--- config.mk ---
export PLATFORM = sky130hd
export DESIGN_NAME = regfile_sequencer
export DESIGN_NICKNAME = d
export VERILOG_FILES = /design/src/rtl/regfile_sequencer_pkg.sv /design/src/rtl/regfile_sequencer_alu24.sv /design/src/rtl/regfile_sequencer.sv
export SDC_FILE = /design/constraint.sdc
export NUM_CORES = 1
export LEC_CHECK = 0
export ABC_AREA = 0
export BUFFER_PORTS_ARGS = -buffer_cell sky130_fd_sc_hd__buf_2
export CORE_UTILIZATION = 25
export CTS_BUF_LIST = sky130_fd_sc_hd__clkbuf_4 sky130_fd_sc_hd__clkbuf_8 sky130_fd_sc_hd__clkbuf_16
export DETAILED_ROUTE_END_ITERATION = 6
export PLACE_DENSITY_LB_ADDON = 0.2
export SKIP_CTS_REPAIR_TIMING = 1
export SLEW_MARGIN = 25
export SYNTH_ARGS = -nofsm -noshare
export SYNTH_HDL_FRONTEND = slang
export SYNTH_SLANG_ARGS = --single-unit
--- constraint.sdc ---
create_clock -name clk -period 3.7 [get_ports clk]
set_input_delay 0.37 -clock clk [delete_from_list [all_inputs] [get_ports clk]]
set_output_delay 0.37 -clock clk [all_outputs]
set_load 0.05 [all_outputs]
--- src/rtl/regfile_sequencer_pkg.sv ---
// Shared types for the register-file sequencer: opcodes, instruction layout,
// FSM states and datapath widths.
package regfile_sequencer_pkg;

  localparam int DATA_W = 24;
  localparam int ADDR_W = 2;

  typedef enum logic [3:0] {
    OP_NOP  = 4'h0,
    OP_LDI  = 4'h1,
    OP_MOV  = 4'h2,
    OP_ADD  = 4'h3,
    OP_SUB  = 4'h4,
    OP_AND  = 4'h5,
    OP_OR   = 4'h6,
    OP_XOR  = 4'h7,
    OP_SHL  = 4'h8,
    OP_SHR  = 4'h9,
    OP_CMP  = 4'hA,
    OP_HALT = 4'hF
  } opcode_t;

  typedef struct packed {
    opcode_t             opcode;
    logic [ADDR_W-1:0]   rd;
    logic [ADDR_W-1:0]   rs;
    logic [DATA_W-1:0]   imm;
  } instr_t;

  typedef enum logic [2:0] {
    IDLE,
    READ,
    EXEC,
    WB,
    HALTED
  } seq_state_t;

  // Loads and moves are pure data transfers and keep the previous carry.
  function automatic logic updates_carry(opcode_t op);
    return !(op inside {OP_LDI, OP_MOV});
  endfunction

endpackage

--- src/rtl/regfile_sequencer_alu24.sv ---
// Combinational 24-bit ALU: result, zero and carry/borrow for one opcode.
module alu24
  import regfile_sequencer_pkg::*;
(
  input  opcode_t             op,
  input  logic [DATA_W-1:0]   a,
  input  logic [DATA_W-1:0]   b,
  input  logic [DATA_W-1:0]   imm,
  output logic [DATA_W-1:0]   result,
  output logic                z,
  output logic                c
);

  logic [DATA_W:0] sum;
  logic [DATA_W:0] diff;

  assign sum  = {1'b0, a} + {1'b0, b};
  // The extra top bit of the difference is the unsigned borrow (a < b).
  assign diff = {1'b0, a} - {1'b0, b};

  always_comb begin
    // NOTE: every output gets a default first so no path can infer a latch.
    result = '0;
    c      = 1'b0;
    case (op)
      OP_LDI: result = imm;
      OP_MOV: result = b;
      OP_ADD: begin
        result = sum[DATA_W-1:0];
        c      = sum[DATA_W];
      end
      OP_SUB, OP_CMP: begin
        result = diff[DATA_W-1:0];
        c      = diff[DATA_W];
      end
      OP_AND: result = a & b;
      OP_OR:  result = a | b;
      OP_XOR: result = a ^ b;
      OP_SHL: begin
        result = {a[DATA_W-2:0], 1'b0};
        c      = a[DATA_W-1];
      end
      OP_SHR: begin
        result = {1'b0, a[DATA_W-1:1]};
        c      = a[0];
      end
      default: begin
        result = '0;
        c      = 1'b0;
      end
    endcase
  end

  assign z = (result == '0);

endmodule

--- src/rtl/regfile_sequencer.sv ---
// Serial instruction sequencer: READ -> EXEC -> WB over a 4x24 register file,
// one instruction every 4 cycles, sole writer of the register file.
module regfile_sequencer
  import regfile_sequencer_pkg::*;
#(
  parameter int DW = DATA_W,
  parameter int AW = ADDR_W
) (
  input  logic          clk,
  input  logic          reset,
  input  logic          instr_valid,
  output logic          instr_ready,
  input  logic [31:0]   instr,
  output logic [AW-1:0] rf_addr1,
  output logic [AW-1:0] rf_addr2,
  input  logic [DW-1:0] rf_rdata1,
  input  logic [DW-1:0] rf_rdata2,
  output logic [AW-1:0] rf_addr3,
  output logic          rf_write,
  output logic [DW-1:0] rf_wdata,
  output logic          result_valid,
  output logic [DW-1:0] result_data,
  output logic          flag_z,
  output logic          flag_c,
  output logic          halted,
  output logic          err_illegal
);

  seq_state_t        state;
  instr_t            ir;
  instr_t            instr_in;
  logic [DW-1:0]     op_a;
  logic [DW-1:0]     op_b;
  logic [DW-1:0]     result_q;
  logic              wb_q;
  logic              rv_q;
  logic [DW-1:0]     alu_result;
  logic              alu_z;
  logic              alu_c;

  assign instr_in = instr_t'(instr);

  alu24 u_alu (
    .op     (ir.opcode),
    .a      (op_a),
    .b      (op_b),
    .imm    (ir.imm),
    .result (alu_result),
    .z      (alu_z),
    .c      (alu_c)
  );

  always_ff @(posedge clk) begin
    if (reset) begin
      state       <= IDLE;
      ir          <= '0;
      op_a        <= '0;
      op_b        <= '0;
      result_q    <= '0;
      flag_z      <= 1'b0;
      flag_c      <= 1'b0;
      halted      <= 1'b0;
      err_illegal <= 1'b0;
      wb_q        <= 1'b0;
      rv_q        <= 1'b0;
    end else begin
      // NOTE: sequential state uses non-blocking assignments so every register
      // samples the pre-edge values regardless of statement order.
      wb_q <= 1'b0;
      rv_q <= 1'b0;
      case (state)
        IDLE: begin
          if (instr_valid && instr_ready) begin
            ir <= instr_in;
            case (instr_in.opcode)
              OP_NOP: state <= IDLE;
              OP_HALT: begin
                state  <= HALTED;
                halted <= 1'b1;
              end
              OP_LDI, OP_MOV, OP_ADD, OP_SUB, OP_AND,
              OP_OR, OP_XOR, OP_SHL, OP_SHR, OP_CMP: state <= READ;
              default: err_illegal <= 1'b1;
            endcase
          end
        end
        READ: begin
          op_a  <= rf_rdata1;
          op_b  <= rf_rdata2;
          state <= EXEC;
        end
        EXEC: begin
          result_q <= alu_result;
          flag_z   <= alu_z;
          if (updates_carry(ir.opcode)) flag_c <= alu_c;
          rv_q <= 1'b1;
          // CMP only produces flags, so it skips write-back entirely.
          if (ir.opcode == OP_CMP) begin
            state <= IDLE;
          end else begin
            state <= WB;
            wb_q  <= 1'b1;
          end
        end
        WB:      state <= IDLE;
        HALTED:  state <= HALTED;
        default: state <= IDLE;
      endcase
    end
  end

  // Gating with reset keeps a write-back from landing while reset is applied.
  assign instr_ready  = (state == IDLE) && !reset;
  assign rf_write     = wb_q && !reset;
  assign result_valid = rv_q && !reset;
  assign rf_addr1     = ir.rd;
  assign rf_addr2     = ir.rs;
  assign rf_addr3     = ir.rd;
  assign rf_wdata     = result_q;
  assign result_data  = result_q;

endmodule

# ---- Word-level counts from Yosys, hierarchy flattened
# Cells that the tools add are included.
# W data, S select, Z words.
dict set report totals {
  regBits 113
  in_bits 83
  output_inout_bits 61
}
dict set report op_classes {
  n_addsub 2
  eq_ne 26
  muxes 8
  bitwise_logic 6
  reduce_logical 18
}
# operator n
set ops {}
lappend ops {{$pmux W24 S9} 1}
lappend ops {{$eq A4 B3 Y1 const B} 8}
lappend ops {{$eq A4 B4 Y1 const B} 7}
lappend ops {{$add A24 B24 Y25} 1}
lappend ops {{$sub A24 B24 Y25} 1}
lappend ops {{$and A24 B24 Y24} 1}
lappend ops {{$logic_not A24 Y1} 1}
lappend ops {{$or A24 B24 Y24} 1}
lappend ops {{$xor A24 B24 Y24} 1}
lappend ops {{$eq A4 B2 Y1 const B} 4}
lappend ops {{$pmux W3 S4} 1}
lappend ops {{$reduce_or A12 Y1} 1}
lappend ops {{$reduce_or A10 Y1} 1}
lappend ops {{$pmux W3 S3} 1}
lappend ops {{$eq A4 B1 Y1 const B} 2}
lappend ops {{$reduce_and A2 Y1} 3}
lappend ops {{$reduce_and A3 Y1} 2}
lappend ops {{$logic_and A1 B1 Y1} 4}
lappend ops {{$logic_not A4 Y1} 1}
lappend ops {{$ne A4 B1 Y1 const B} 1}
lappend ops {{$pmux W1 S4} 1}
lappend ops {{$reduce_or A2 Y1} 2}
lappend ops {{$eq A3 B1 Y1 const B} 1}
lappend ops {{$eq A3 B2 Y1 const B} 1}
lappend ops {{other kinds (9)} 12}

# ---- Depth between registers and ports, before layout
dict set report depth {
  depth_word 5
  depth_mapped 14
}

# ---- Hierarchy
# Synthesis repeated with hierarchy kept, for this count alone.
dict set report unflattened {
  cells_unflattened 1242
  hier_area_um2 9610.5
}
# mod instances cells_per_inst area_each_um2 seq_area_each_um2
set by_module_without_submodules {}
lappend by_module_without_submodules {alu24 1 776 5202.5 0.0}
lappend by_module_without_submodules {regfile_sequencer 1 466 4408.0 2262.2}

# ---- Worst setup path after synthesis
# No wires, ideal clock.
dict set report synth_timing {
  kind {register to register}
  start {register op_a[1]}
  end {register flag_z}
  setup_ns 0.084
  t_arrival_ns 2.993
  setup_slack_ns 0.623
  path_stages_with_launch 13
  path_buffers 0
  period_less_slack_ns 3.077
  path_cell_list {dfxtp_1 inv_1 ha_1 a211oi_2 o211ai_1 a41oi_1 nor2_1 a311o_1 a21oi_1 or4b_1 nor4_2 nand4_1 o31ai_2}
}
dict set report synth_via {
  elab_chain_len 3
  word_cells_on_any_way 7
}
# element line
set synth_rtl {}
lappend synth_rtl {{start, declared} regfile_sequencer.sv:32} ;# logic [DW-1:0] op_a;
lappend synth_rtl {{start signal, assigned} regfile_sequencer.sv:88} ;# op_a <= rf_rdata1;
lappend synth_rtl {{$sub A24 B24 Y25 (tied with other cells)} regfile_sequencer_alu24.sv:19} ;# assign diff = {1'b0, a} - {1'b0, b};
lappend synth_rtl {{$pmux W24 S9 (*)} regfile_sequencer_alu24.sv:25} ;# case (op)
lappend synth_rtl {{$logic_not A24 Y1 (*)} regfile_sequencer_alu24.sv:54} ;# assign z = (result == '0);
lappend synth_rtl {{end signal, assigned} regfile_sequencer.sv:94} ;# flag_z <= alu_z;
lappend synth_rtl {{end, declared} regfile_sequencer.sv:23} ;# output logic flag_z,
# Mark *: on every way between the ends. The rest lies on a longest branch, timed or not.
# A chain may end at the register's enable or synchronous reset.

# ---- Worst setup path in the final report
dict set report layout_timing {
  start {register op_a[0]}
  end {register flag_z}
}
# Same word-level chain as after synthesis.

==> flow_summary_export.csv <==
group,metric,value,unit
run_status,run_status,"finished, final reports clean",
sta,fin_skew,0.0116,ns
pwr,power_frac_comb,33.8,%
worst_setup_path,critPathArrivalTime,3.82,ns
worst_setup_path,critPathKind,"flop to flop",
worst_setup_path,cp_max_fo,5,
synthesis,yosys_warnings,0,
synthesis,synthCells,1288,
final_layout,n_fill_cell,4057,
route,firstDrtPassIters,5,
sta,tightest_slew,0.905,ns
floorplan,ioPinCount,144,
synthesis,synth_seq_cells,113,
synthesis,synth-simple-area-share,25.0,%
synthesis,synth_edf_count,0,
placement,gp_congestion,0.940,
synthesis,synthTopCellsByArea,"dfxtp_1, ha_1, nand2_1, a21oi_1, nor2_1",
route,viasPerCell,5.20,
worst_setup_path,start_kind,"flop",
global_routing,track_usage,20.9,%
final_layout,fin_cells,1891,
cts,cts_sinks,113,
floorplan,die_h,196,µm
synthesis,ys.flop_type,"dfxtp_1",
sta,fin_crit_sh,93.5,%
hold_path,holdCritStartpoint,"instr[9]",
synthesis,synthXorXnorAreaFrac,0.280,%
global_routing,antenna_found_initial,1,
synthesis,yosysSeqAreaShare,24.1,%
sta,finalSetupTns,0,ns
worst_setup_path,crit_path_start,"op_a[0]",
global_routing,grt_pass1_vias,9384,
floorplan,die-area,38400,µm²
sta,max_freq,289,MHz
synthesis,synth_top_cell_by_area,"dfxtp_1",
pwr,p_seq_share,29.4,%
synthesis,ys_types,94,
synthesis,synth_top_area_share,24.1,%
floorplan,start_util,25.5,%
final_layout,fin_nets,1577,
final_layout,drive_above_1_share,21.9,%
cts,cts_max_level,4,
route,drt-initial-drc-count,922,
pwr,p_int,2950,µW
sta,grt_setup_unrepaired,"false",
global_routing,grt.overflow.total,0,
cts,clockBufferDepth,2,
pwr,clkPwrFrac,36.8,%
pwr,switching_power,1790,µW
pwr,cellLeakagePower,0.00472,µW
sta,drv_slew,0,
pwr,switching_share,37.7,%
synthesis,synth_fa_ha_area_share,11.3,%
route,drc,0,
cts,cts_tree,"yes",
synthesis,synth_compound_area_share,27.0,%
synthesis,synthArstFlopShare,0,%
synthesis,syn_avg_cell_area,7.30,µm²
worst_setup_path,setup.worst_path.end_class,"flop",
route,wl_per_cell,21.1,µm
placement,post-place-cells,1857,
synthesis,synth.area.mux_share,2.90,%
global_routing,grt_max_degree,50,
final_layout,insertedDiodeCount,0,
floorplan,num_rows,70,
hold_path,min_path_type,"input port to flop",
placement,dp_hpwl,31600,µm
cts,numCtsBuffers,17,
synthesis,synth_top_family_by_area,"compound AO/OA/AOI/OAI gates",
pwr,peakVddDrop,0.000321,V
route,drt_wl_total,39900,µm
cts,insertion_delay,0.44,ns
cts,clockRootBuffer,"clkbuf_16",
sta,whs,0.111,ns
cts,clkSlewWorstSetupHoldPaths,0.06,ns
job,maxCapViolations,0,
sta,finalSetupViolations,0,
floorplan,die_w,196,µm
pwr,p_per_area,414,nW/µm²
global_routing,grt_pass1_wl,60100,µm
worst_setup_path,required,4.06,ns
synthesis,syn-num-nets,1455,
sta,slew_headroom,39.5,%
final_layout,area_growth,21.9,%
floorplan,core,36800,µm²
worst_setup_path,worstReg2RegStart,"op_a[0]",
route,num_vias,9841,
synthesis,synth_area,9400,µm²
sta,min_period,3.46,ns
sta,hold_violations,0,
route,antenna_left,0,
placement,io_buffers,143,
## cells by family after synthesis
kind of cell | after synthesis
simple gates | 497
compound gates | 369
buf+inv | 195
flops | 113
fa+ha+maj | 84
mux | 27
xor+xnor | 3
## metrics by stage
stage / util (%) / cell area (µm²) / setup WS (ns) / power, µW
2_1_floorplan: - / 9400 / 0.623 / 2420
3_3_place_gp: 29.1 / 10700 / 0.0844 / 2930
3_5_place_dp: 29.1 / 10700 / 0.0228 / 2930
4_1_cts: 30.7 / 11300 / -0.00599 / 4700
5_1_grt: 31.1 / 11500 / 0.0140 / 4990
6_report: 31.1 / 11500 / 0.241 / 4740
## per-layer routing
layer | wire, µm | up-vias | global-route usage, % | part of all wire [%]
li1 | - | 4819 | - | -
met3 | 2340 | 47 | 3.82 | 5.9
met2 | 16300 | 340 | 29.9 | 41
met1 | 20300 | 4633 | 31.0 | 51
met5 | 11 | - | 0 | 0.028
met4 | 859 | 2 | 6.54 | 2.2
## final timing paths
kind / to / slack [ns] / cells past startpoint
max: flag_z / 0.24 / 14
min: ir[9] / 0.11 / 3
max reg2reg: flag_z / 0.24 / 14
min reg2reg: rf_addr2[0] / 0.46 / 2
## cells in the final DEF (no fill, tap or decap), types with 10 or more instances in the layout
master     instances
a211oi_1          20
nor3_1            24
nand3_1           53
mux2i_1           25
nor2_1            94
o21a_1            10
o221ai_1          12
buf_4             79
nand2_1          221
inv_1             72
ha_1              78
a21o_1            15
a21oi_1          118
buf_2            143
o21ai_0           30
nor2b_1           14
o22ai_1           13
dfxtp_1          111
o211ai_1          14
nor4_1            10
a22oi_1           13
clkbuf_16         17
## area by class of cell
type | count | area [µm²] | area share, %
Tap cell | 468 | 586 | 5.11
Timing Repair Buffer | 222 | 1310 | 11.4
Clock buffer | 19 | 447 | 3.90
Sequential cell | 113 | 2260 | 19.8
Multi-Input combinational cell | 980 | 6400 | 55.9
Clock inverter | 13 | 161 | 1.41
Inverter | 76 | 285 | 2.49
## sequential cells by signal, indices dropped and copies added (netlist names), 2 cells and up
| name | cells |
|---|---|
| op_a | 24 |
| ir | 28 |
| state | 3 |
| op_b | 24 |
| rf_addr2 | 2 |
| result_data | 24 |
| rf_addr1 | 2 |
## critical path: stages (launching register included)
cell      delay [ns]
dfxtp_1         0.40
inv_1           0.09
ha_1            0.23
inv_1           0.07
fa_1            0.25
nor2b_1         0.23
o21a_1          0.24
nor4bb_4        0.08
o41a_1          0.41
o41ai_1         0.29
o21ai_1         0.15
a221o_1         0.38
a21oi_2         0.23
nand4_1         0.13
o31ai_2         0.22
## Yosys cell counts (5+ instances only)
master	number
dfxtp_1	113
o21a_1	10
buf_2	22
nand4_1	8
clkbuf_1	57
nor3b_1	6
a22oi_1	13
a221oi_1	7
a221o_1	6
buf_4	31
a211o_1	9
a211oi_1	21
o221ai_1	12
and2_1	10
o21ai_1	7
mux2i_1	25
nor4_1	11
nor2_1	95
inv_1	72
o21bai_1	7
o211ai_1	14
nor3_1	25
ha_1	82
o22ai_1	13
nand3_1	53
a21o_1	15
o31ai_1	9
buf_1	8
nand3b_1	5
nand2b_1	8
nor2b_1	14
a31oi_1	10
a21oi_1	121
nand2_1	222
o21ai_0	32
## power by group through the flow
stage / clock network [µW] / logic [µW] / registers [µW]
2_1_floorplan: 0 / 989 / 1430
3_3_place_gp: 0 / 1520 / 1410
3_5_place_dp: 0 / 1510 / 1420
4_1_cts: 1790 / 1520 / 1390
5_1_grt: 1850 / 1730 / 1400
6_report: 1740 / 1600 / 1390
(Power assumes the default switching activity.)
